--- config.mk ---
export PLATFORM = sky130hd
export DESIGN_NAME = bound_flasher_gen_flat
export DESIGN_NICKNAME = d
export VERILOG_FILES = /design/src/rtl/bound_flasher_pkg.sv /design/src/rtl/bound_flasher_gen_if.sv /design/src/rtl/flash_step_timer.sv /design/src/rtl/bound_flasher_gen.sv /design/src/flat_wrapper.sv
export SDC_FILE = /design/constraint.sdc
export NUM_CORES = 1
export LEC_CHECK = 0
export ABC_AREA = 1
export CORE_MARGIN = 2
export CORE_UTILIZATION = 50
export CTS_CLUSTER_DIAMETER = 30
export DETAILED_ROUTE_END_ITERATION = 8
export HOLD_SLACK_MARGIN = 0.08
export PLACE_DENSITY = 0.81
export SYNTH_ARGS = -nofsm -noshare
export SYNTH_HDL_FRONTEND = slang
export SYNTH_SLANG_ARGS = --single-unit
export TNS_END_PERCENT = 5
--- constraint.sdc ---
create_clock -name clk -period 2.3 [get_ports clk]
set_input_delay 0.23 -clock clk [delete_from_list [all_inputs] [get_ports clk]]
set_output_delay 0.23 -clock clk [all_outputs]
set_load 0.1 [all_outputs]
--- src/rtl/bound_flasher_pkg.sv ---
`default_nettype none
// ============================================================================
//  Module      : bound_flasher_pkg
//  Description : Shared phase codes and thermometer helper for bound_flasher_gen
//  Revision    : 1.0 - initial parametrised release
// ============================================================================
package bound_flasher_pkg;

   typedef logic [2:0] phase_t;

   localparam phase_t IDLE    = 3'd0;
   localparam phase_t UP_FULL = 3'd1;
   localparam phase_t DN_MID  = 3'd2;
   localparam phase_t UP_MID  = 3'd3;
   localparam phase_t DN_ZERO = 3'd4;
   localparam phase_t UP_LO   = 3'd5;
   localparam phase_t DN_END  = 3'd6;
   localparam phase_t KICK_DN = 3'd7;

   localparam int c_MAX_WIDTH = 64;

   // Lamp bar with the lowest lvl lamps lit; callers truncate to their width.
   function automatic logic [c_MAX_WIDTH-1:0] therm(input logic [6:0] lvl);
      logic [c_MAX_WIDTH-1:0] t;
      for (int i = 0; i < c_MAX_WIDTH; i++) begin
         t[i] = (i < int'(lvl));
      end
      return t;
   endfunction

endpackage
`default_nettype wire

--- src/rtl/bound_flasher_gen_if.sv ---
`default_nettype none
// ============================================================================
//  Module      : bound_flasher_gen_if
//  Description : flick request and lamp/status bundle of the bound flasher
//  Revision    : 1.0 - initial parametrised release
// ============================================================================
interface bound_flasher_gen_if #(
   parameter int WIDTH = 16
);
   import bound_flasher_pkg::*;

   logic             flick;
   logic [WIDTH-1:0] led;
   phase_t           phase;
   logic             busy;
   logic             done;

   modport master (output flick, input led, phase, busy, done);
   modport slave  (input flick, output led, phase, busy, done);

endinterface
`default_nettype wire

--- src/rtl/flash_step_timer.sv ---
`default_nettype none
// ============================================================================
//  Module      : flash_step_timer
//  Description : Step-rate prescaler; tick fires every STEP_DIV clocks while run
//  Revision    : 1.0 - initial parametrised release
// ============================================================================
module flash_step_timer #(
   parameter int STEP_DIV = 1
) (
   input  wire  clk,
   input  wire  reset,
   input  wire  run,
   output logic tick
);

   localparam int                c_CW   = (STEP_DIV > 1) ? $clog2(STEP_DIV) : 1;
   localparam logic [c_CW-1:0]   c_LAST = c_CW'(STEP_DIV - 1);

   logic [c_CW-1:0] r_cnt;

   // With STEP_DIV=1 the counter never leaves 0, so tick is permanently high.
   always_ff @(posedge clk or negedge reset) begin
      if (!reset) begin
         r_cnt <= '0;
      end else if (!run || (r_cnt == c_LAST)) begin
         r_cnt <= '0;
      end else begin
         r_cnt <= r_cnt + c_CW'(1);
      end
   end

   assign tick = (r_cnt == c_LAST);

endmodule
`default_nettype wire

--- src/rtl/bound_flasher_gen.sv ---
`default_nettype none
// ============================================================================
//  Module      : bound_flasher_gen
//  Description : WIDTH-lamp six-phase bound flasher with kick-back and status
//  Revision    : 1.0 - initial parametrised release
// ============================================================================
module bound_flasher_gen #(
   parameter int WIDTH    = 16,
   parameter int MID_LO   = 5,
   parameter int MID_HI   = 10,
   parameter int STEP_DIV = 1,
   parameter int KICK_EN  = 1
) (
   input  wire                clk,
   input  wire                reset,
   bound_flasher_gen_if.slave bus
);
   import bound_flasher_pkg::*;

   localparam int              c_LW   = $clog2(WIDTH + 1);
   localparam logic [c_LW-1:0] c_ZERO = '0;
   localparam logic [c_LW-1:0] c_ONE  = c_LW'(1);
   localparam logic [c_LW-1:0] c_FULL = c_LW'(WIDTH);
   localparam logic [c_LW-1:0] c_LO   = c_LW'(MID_LO);
   localparam logic [c_LW-1:0] c_LO1  = c_LW'(MID_LO + 1);
   localparam logic [c_LW-1:0] c_HI   = c_LW'(MID_HI);
   localparam logic [c_LW-1:0] c_HI1  = c_LW'(MID_HI + 1);

   if ((WIDTH < 4) || (WIDTH > 64) || (MID_LO < 1) || (MID_LO >= MID_HI) ||
       (MID_HI >= WIDTH - 1) || (STEP_DIV < 1) || (KICK_EN < 0) || (KICK_EN > 1))
   begin : g_param_check
      $error("bound_flasher_gen: illegal parameter combination");
   end

   phase_t          r_phase, w_phase_nxt;
   logic [c_LW-1:0] r_lvl,   w_lvl_nxt;
   logic            r_done,  w_done_nxt;
   logic [c_LW-1:0] w_inc,   w_dec;
   logic            w_run,   w_tick,  w_kick;

   assign w_run  = (r_phase != IDLE);
   assign w_kick = (KICK_EN != 0) && bus.flick;
   assign w_inc  = r_lvl + c_ONE;
   assign w_dec  = r_lvl - c_ONE;

   flash_step_timer #(
      .STEP_DIV (STEP_DIV)
   ) u_timer (
      .clk   (clk),
      .reset (reset),
      .run   (w_run),
      .tick  (w_tick)
   );

   always_ff @(posedge clk or negedge reset) begin
      if (!reset) begin
         r_phase <= IDLE;
         r_lvl   <= '0;
         r_done  <= 1'b0;
      end else begin
         r_phase <= w_phase_nxt;
         r_lvl   <= w_lvl_nxt;
         r_done  <= w_done_nxt;
      end
   end

   // A target is only acted on by the following tick, which turns and moves at once.
   always_comb begin
      w_phase_nxt = r_phase;
      w_lvl_nxt   = r_lvl;
      w_done_nxt  = 1'b0;
      if (r_phase == IDLE) begin
         if (bus.flick) begin
            w_phase_nxt = UP_FULL;
            w_lvl_nxt   = c_ONE;
         end
      end else if (w_tick) begin
         case (r_phase)
            UP_FULL: begin
               if (w_kick && ((r_lvl == c_LO1) || (r_lvl == c_HI1))) begin
                  w_phase_nxt = KICK_DN;
                  w_lvl_nxt   = w_dec;
               end else if (r_lvl == c_FULL) begin
                  w_phase_nxt = DN_MID;
                  w_lvl_nxt   = w_dec;
               end else begin
                  w_lvl_nxt   = w_inc;
               end
            end
            DN_MID: begin
               if (r_lvl == c_LO) begin
                  w_phase_nxt = UP_MID;
                  w_lvl_nxt   = w_inc;
               end else begin
                  w_lvl_nxt   = w_dec;
               end
            end
            UP_MID: begin
               if (w_kick && (r_lvl == c_HI1)) begin
                  w_phase_nxt = DN_MID;
                  w_lvl_nxt   = c_HI;
               end else if (r_lvl == c_HI1) begin
                  w_phase_nxt = DN_ZERO;
                  w_lvl_nxt   = w_dec;
               end else begin
                  w_lvl_nxt   = w_inc;
               end
            end
            DN_ZERO: begin
               if (r_lvl == c_ZERO) begin
                  w_phase_nxt = UP_LO;
                  w_lvl_nxt   = w_inc;
               end else begin
                  w_lvl_nxt   = w_dec;
               end
            end
            UP_LO: begin
               if (r_lvl == c_LO1) begin
                  w_phase_nxt = DN_END;
                  w_lvl_nxt   = w_dec;
               end else begin
                  w_lvl_nxt   = w_inc;
               end
            end
            DN_END: begin
               w_lvl_nxt = w_dec;
               if (r_lvl == c_ONE) begin
                  w_phase_nxt = IDLE;
                  w_done_nxt  = 1'b1;
               end
            end
            KICK_DN: begin
               if (r_lvl == c_ZERO) begin
                  w_phase_nxt = UP_FULL;
                  w_lvl_nxt   = c_ONE;
               end else begin
                  w_lvl_nxt   = w_dec;
               end
            end
            default: begin
               w_phase_nxt = IDLE;
               w_lvl_nxt   = c_ZERO;
            end
         endcase
      end
   end

   always_comb begin
      bus.led   = WIDTH'(therm(7'(r_lvl)));
      bus.phase = r_phase;
      bus.busy  = (r_phase != IDLE);
      bus.done  = r_done;
   end

endmodule
`default_nettype wire

--- src/flat_wrapper.sv ---
// flat-port wrapper written by rule: the top's interface ports become plain ports
module bound_flasher_gen_flat import bound_flasher_pkg::*;
#(
   parameter int WIDTH    = 16,
   parameter int MID_LO   = 5,
   parameter int MID_HI   = 10,
   parameter int STEP_DIV = 1,
   parameter int KICK_EN  = 1
)
  (clk, reset, bus_flick, bus_led, bus_phase, bus_busy, bus_done);
  bound_flasher_gen_if #(.WIDTH(WIDTH)) bus_i ();
  input  wire clk;
  input  wire reset;
  input wire logic [$bits(bus_i.flick)-1:0] bus_flick;
  output wire logic [$bits(bus_i.led)-1:0] bus_led;
  output wire logic [$bits(bus_i.phase)-1:0] bus_phase;
  output wire logic [$bits(bus_i.busy)-1:0] bus_busy;
  output wire logic [$bits(bus_i.done)-1:0] bus_done;
  assign bus_i.flick = bus_flick;
  assign bus_led = bus_i.led;
  assign bus_phase = bus_i.phase;
  assign bus_busy = bus_i.busy;
  assign bus_done = bus_i.done;
  bound_flasher_gen #(.WIDTH(WIDTH), .MID_LO(MID_LO), .MID_HI(MID_HI), .STEP_DIV(STEP_DIV), .KICK_EN(KICK_EN)) u_core (.clk(clk), .reset(reset), .bus(bus_i));
endmodule
==> metrics.txt <==
Initial Utilization 52.1%; area of the multi-input gates 993 um^2; worst hold path type in -> async; crit path max-delay cell type dfrtp_1; status completed; area leader, netlist nand2_1; clock buffer depth 2; total grt overflow 0; vias in the first global route 1397; startpoint types flip-flop; clk_lat worst skew 0.26 ns; DR pass1 iterations 5; period utilization 87.0%; YS warnings 0; Die ar. 0.00327 mm^2; starting DRC count in detailed routing 127; post-route ant nets 0; CP top delay family flip-flops; fin nets 273; top cells by area, synth nand2_1, dfrtp_1, nand3_1; CTS Buf Count 3; crit-path most repeated cell nand2_1; drc violations 0; PortBufs 23; first-pass GRT wire length 6.50 mm; largest family of logic cells by synthesized area simple AND/OR/NAND/NOR gates; xor/xnor share of the synthesized area 1.24%; Crit Reg-Reg Startpoint u_core.r_lvl[1]; die width 57.2 um; setup bufs post-CTS 0; endpoints failing setup 0; hpwl dp 3.11 mm; antenna diode count 0; Final Routed Wirelength 3.82 mm; worst reg2reg setup slack 0.30 ns; Post-synth top cells nand2_1, nand3_1, inv_1, nor2_1, dfrtp_1; Mapped Area 0.00141 mm^2; final hold vios 0; max incr delay on CP 0.53 ns; RSZ-0062 raised after global routing no; post-synthesis compound-gate area fraction 10.0%; cts repair resizes 0; # IOs 24; capturing point of the worst reg2reg path u_core.r_lvl[1]; CTS tree done; post-synthesis simple-gate area fraction 54.1%; most common cell in the netlist nand2_1; Setup crit end kind flip-flop; total clock sinks 10; library cells used by synthesis 35; Total GRT Usage 24.4%; clock-pin slew on the worst setup and hold paths 0.07 ns; H-tree level count 1; arrival time at the worst endpoint 2.14 ns; post-synthesis adder-cell area fraction 4.43%; GP Congestion 0.916; post-synthesis mux area share 0%; fill count 242; vias per inst 5.45; Slew Limit Fails 0; top cell type's share of synthesized area 25.2%; CORE AREA 0.00271 mm^2; Critical Path RT 2.44 ns; TNS Setup 0 ns; Reg2Reg Depth 10; share of cells above drive strength 1 20.1%; hold_buf cts 0; largest net degree at the start of global routing 12; fraction of registers with async set or reset after synthesis 100%; Post-synth EDFFs 0; crit-path cells inv_1 > ha_1 > inv_1 > nand4_1 > nand2_1 > nor2_1 > a21oi_1 > nand3_1 > nand2_1 > nand2_1; fmax 0.500 GHz; critical path peak fanout 10; Vias 1607; Main synth FF type dfrtp_1; worst setup path class reg -> reg; Reg area 250 um^2; Syn Nets 251; flops & latches, synth 10; area grow syn2layout 23.7%; wire length per cell 12.9 um; sequential fraction of the synthesis area 17.7%; Avg Inst Size Synth 5.81 um^2; die span in y 57.2 um; Buf+Inv Stages, Crit Path 2; Final Skew 0.0104 ns; max_cap viols 0; # rows 19; initial antenna violation count 0; Root Buffer clkbuf_4; cell count after synthesis 243; Final min period 2.00 ns
per-stage QoR:
stage	hold slack, ns	std cells	setup slack (ns)	cell area, um^2	utilization [%]
after floorplan	-0.0656	243	-0.231	1420	-
after global placement	0.481	291	0.325	1710	63.2
after detailed placement	0.483	291	0.329	1710	63.2
after CTS	0.282	295	0.320	1750	64.5
after global routing	0.315	295	0.115	1750	64.5
final	0.272	295	0.299	1750	64.5
flip-flops by register name, summed over array words and instances, names as in the netlist:
register and count:
u_core.bus.done 1, u_core.bus.phase 3, u_core.r_lvl 5, u_core.u_timer.r_cnt 1
cells by family (layout without fill, tap and decap cells):
logic type	count (synthesis)	count (layout)
flops	10	10
fa+ha+maj	5	5
simple gates	161	161
xor+xnor	2	2
compound gates	23	23
buf+inv	41	62
other cells	1	1
worst max path at each step:
stage | end | cells past startpoint | from
2_1_floorplan | bus_led[12] | 3 | u_core.r_lvl[2]
3_3_place_gp | u_core.r_lvl[4] | 12 | u_core.r_lvl[1]
3_5_place_dp | u_core.r_lvl[4] | 12 | u_core.r_lvl[1]
4_1_cts | u_core.r_lvl[4] | 12 | u_core.r_lvl[1]
5_1_grt | u_core.r_lvl[2] | 13 | u_core.r_lvl[1]
6_report | u_core.r_lvl[1] | 10 | u_core.r_lvl[1]
area by class of cell:
cell class | instances | share of cell area (%)
well taps | 31 | 2.22
clock buffers | 4 | 2.08
inverters | 33 | 7.09
multi-input cells | 192 | 56.8
repair buffers | 25 | 17.5
flip-flops and latches | 10 | 14.3
worst reg2reg max path: stages (launching register included):
cell     delay (ns)
dfrtp_1        0.53
inv_1          0.17
ha_1           0.43
inv_1          0.20
nand4_1        0.12
nand2_1        0.10
nor2_1         0.04
a21oi_1        0.11
nand3_1        0.09
nand2_1        0.06
nand2_1        0.05
layout by cell type (no fill, tap or decap), types with 2 or more instances in the layout:
| master | synthesis | routed |
|---|---|---|
| inv_2 | 5 | 5 |
| nand2_1 | 95 | 95 |
| nor2_2 | 6 | 6 |
| clkbuf_4 | 0 | 3 |
| nand3_4 | 2 | 2 |
| clkdlybuf4s50_1 | 0 | 2 |
| buf_4 | 4 | 14 |
| nand2_4 | 3 | 3 |
| buf_12 | 0 | 9 |
| xor2_1 | 2 | 2 |
| nand2_2 | 2 | 2 |
| nand4_1 | 2 | 2 |
| inv_1 | 26 | 26 |
| nand3_1 | 28 | 28 |
| o21ai_0 | 9 | 5 |
| nand3_2 | 2 | 2 |
| nor3_1 | 2 | 2 |
| dfrtp_1 | 10 | 10 |
| nor2_1 | 15 | 15 |
| o21ai_1 | 3 | 6 |
| a21oi_1 | 3 | 3 |
| ha_1 | 5 | 5 |
| clkinv_1 | 2 | 2 |
layer usage:
layer  track usage [%]  vias up  share of wire, %
met3              3.17        2               8.2
met2              38.8       66                47
met4              1.99        0              0.55
met1              37.2      721                45
li1                  -      818                 -
met5                 0        -                 0
Power is not shown: default switching activity piles up to over one toggle a cycle in this logic, so the estimate is an artifact.
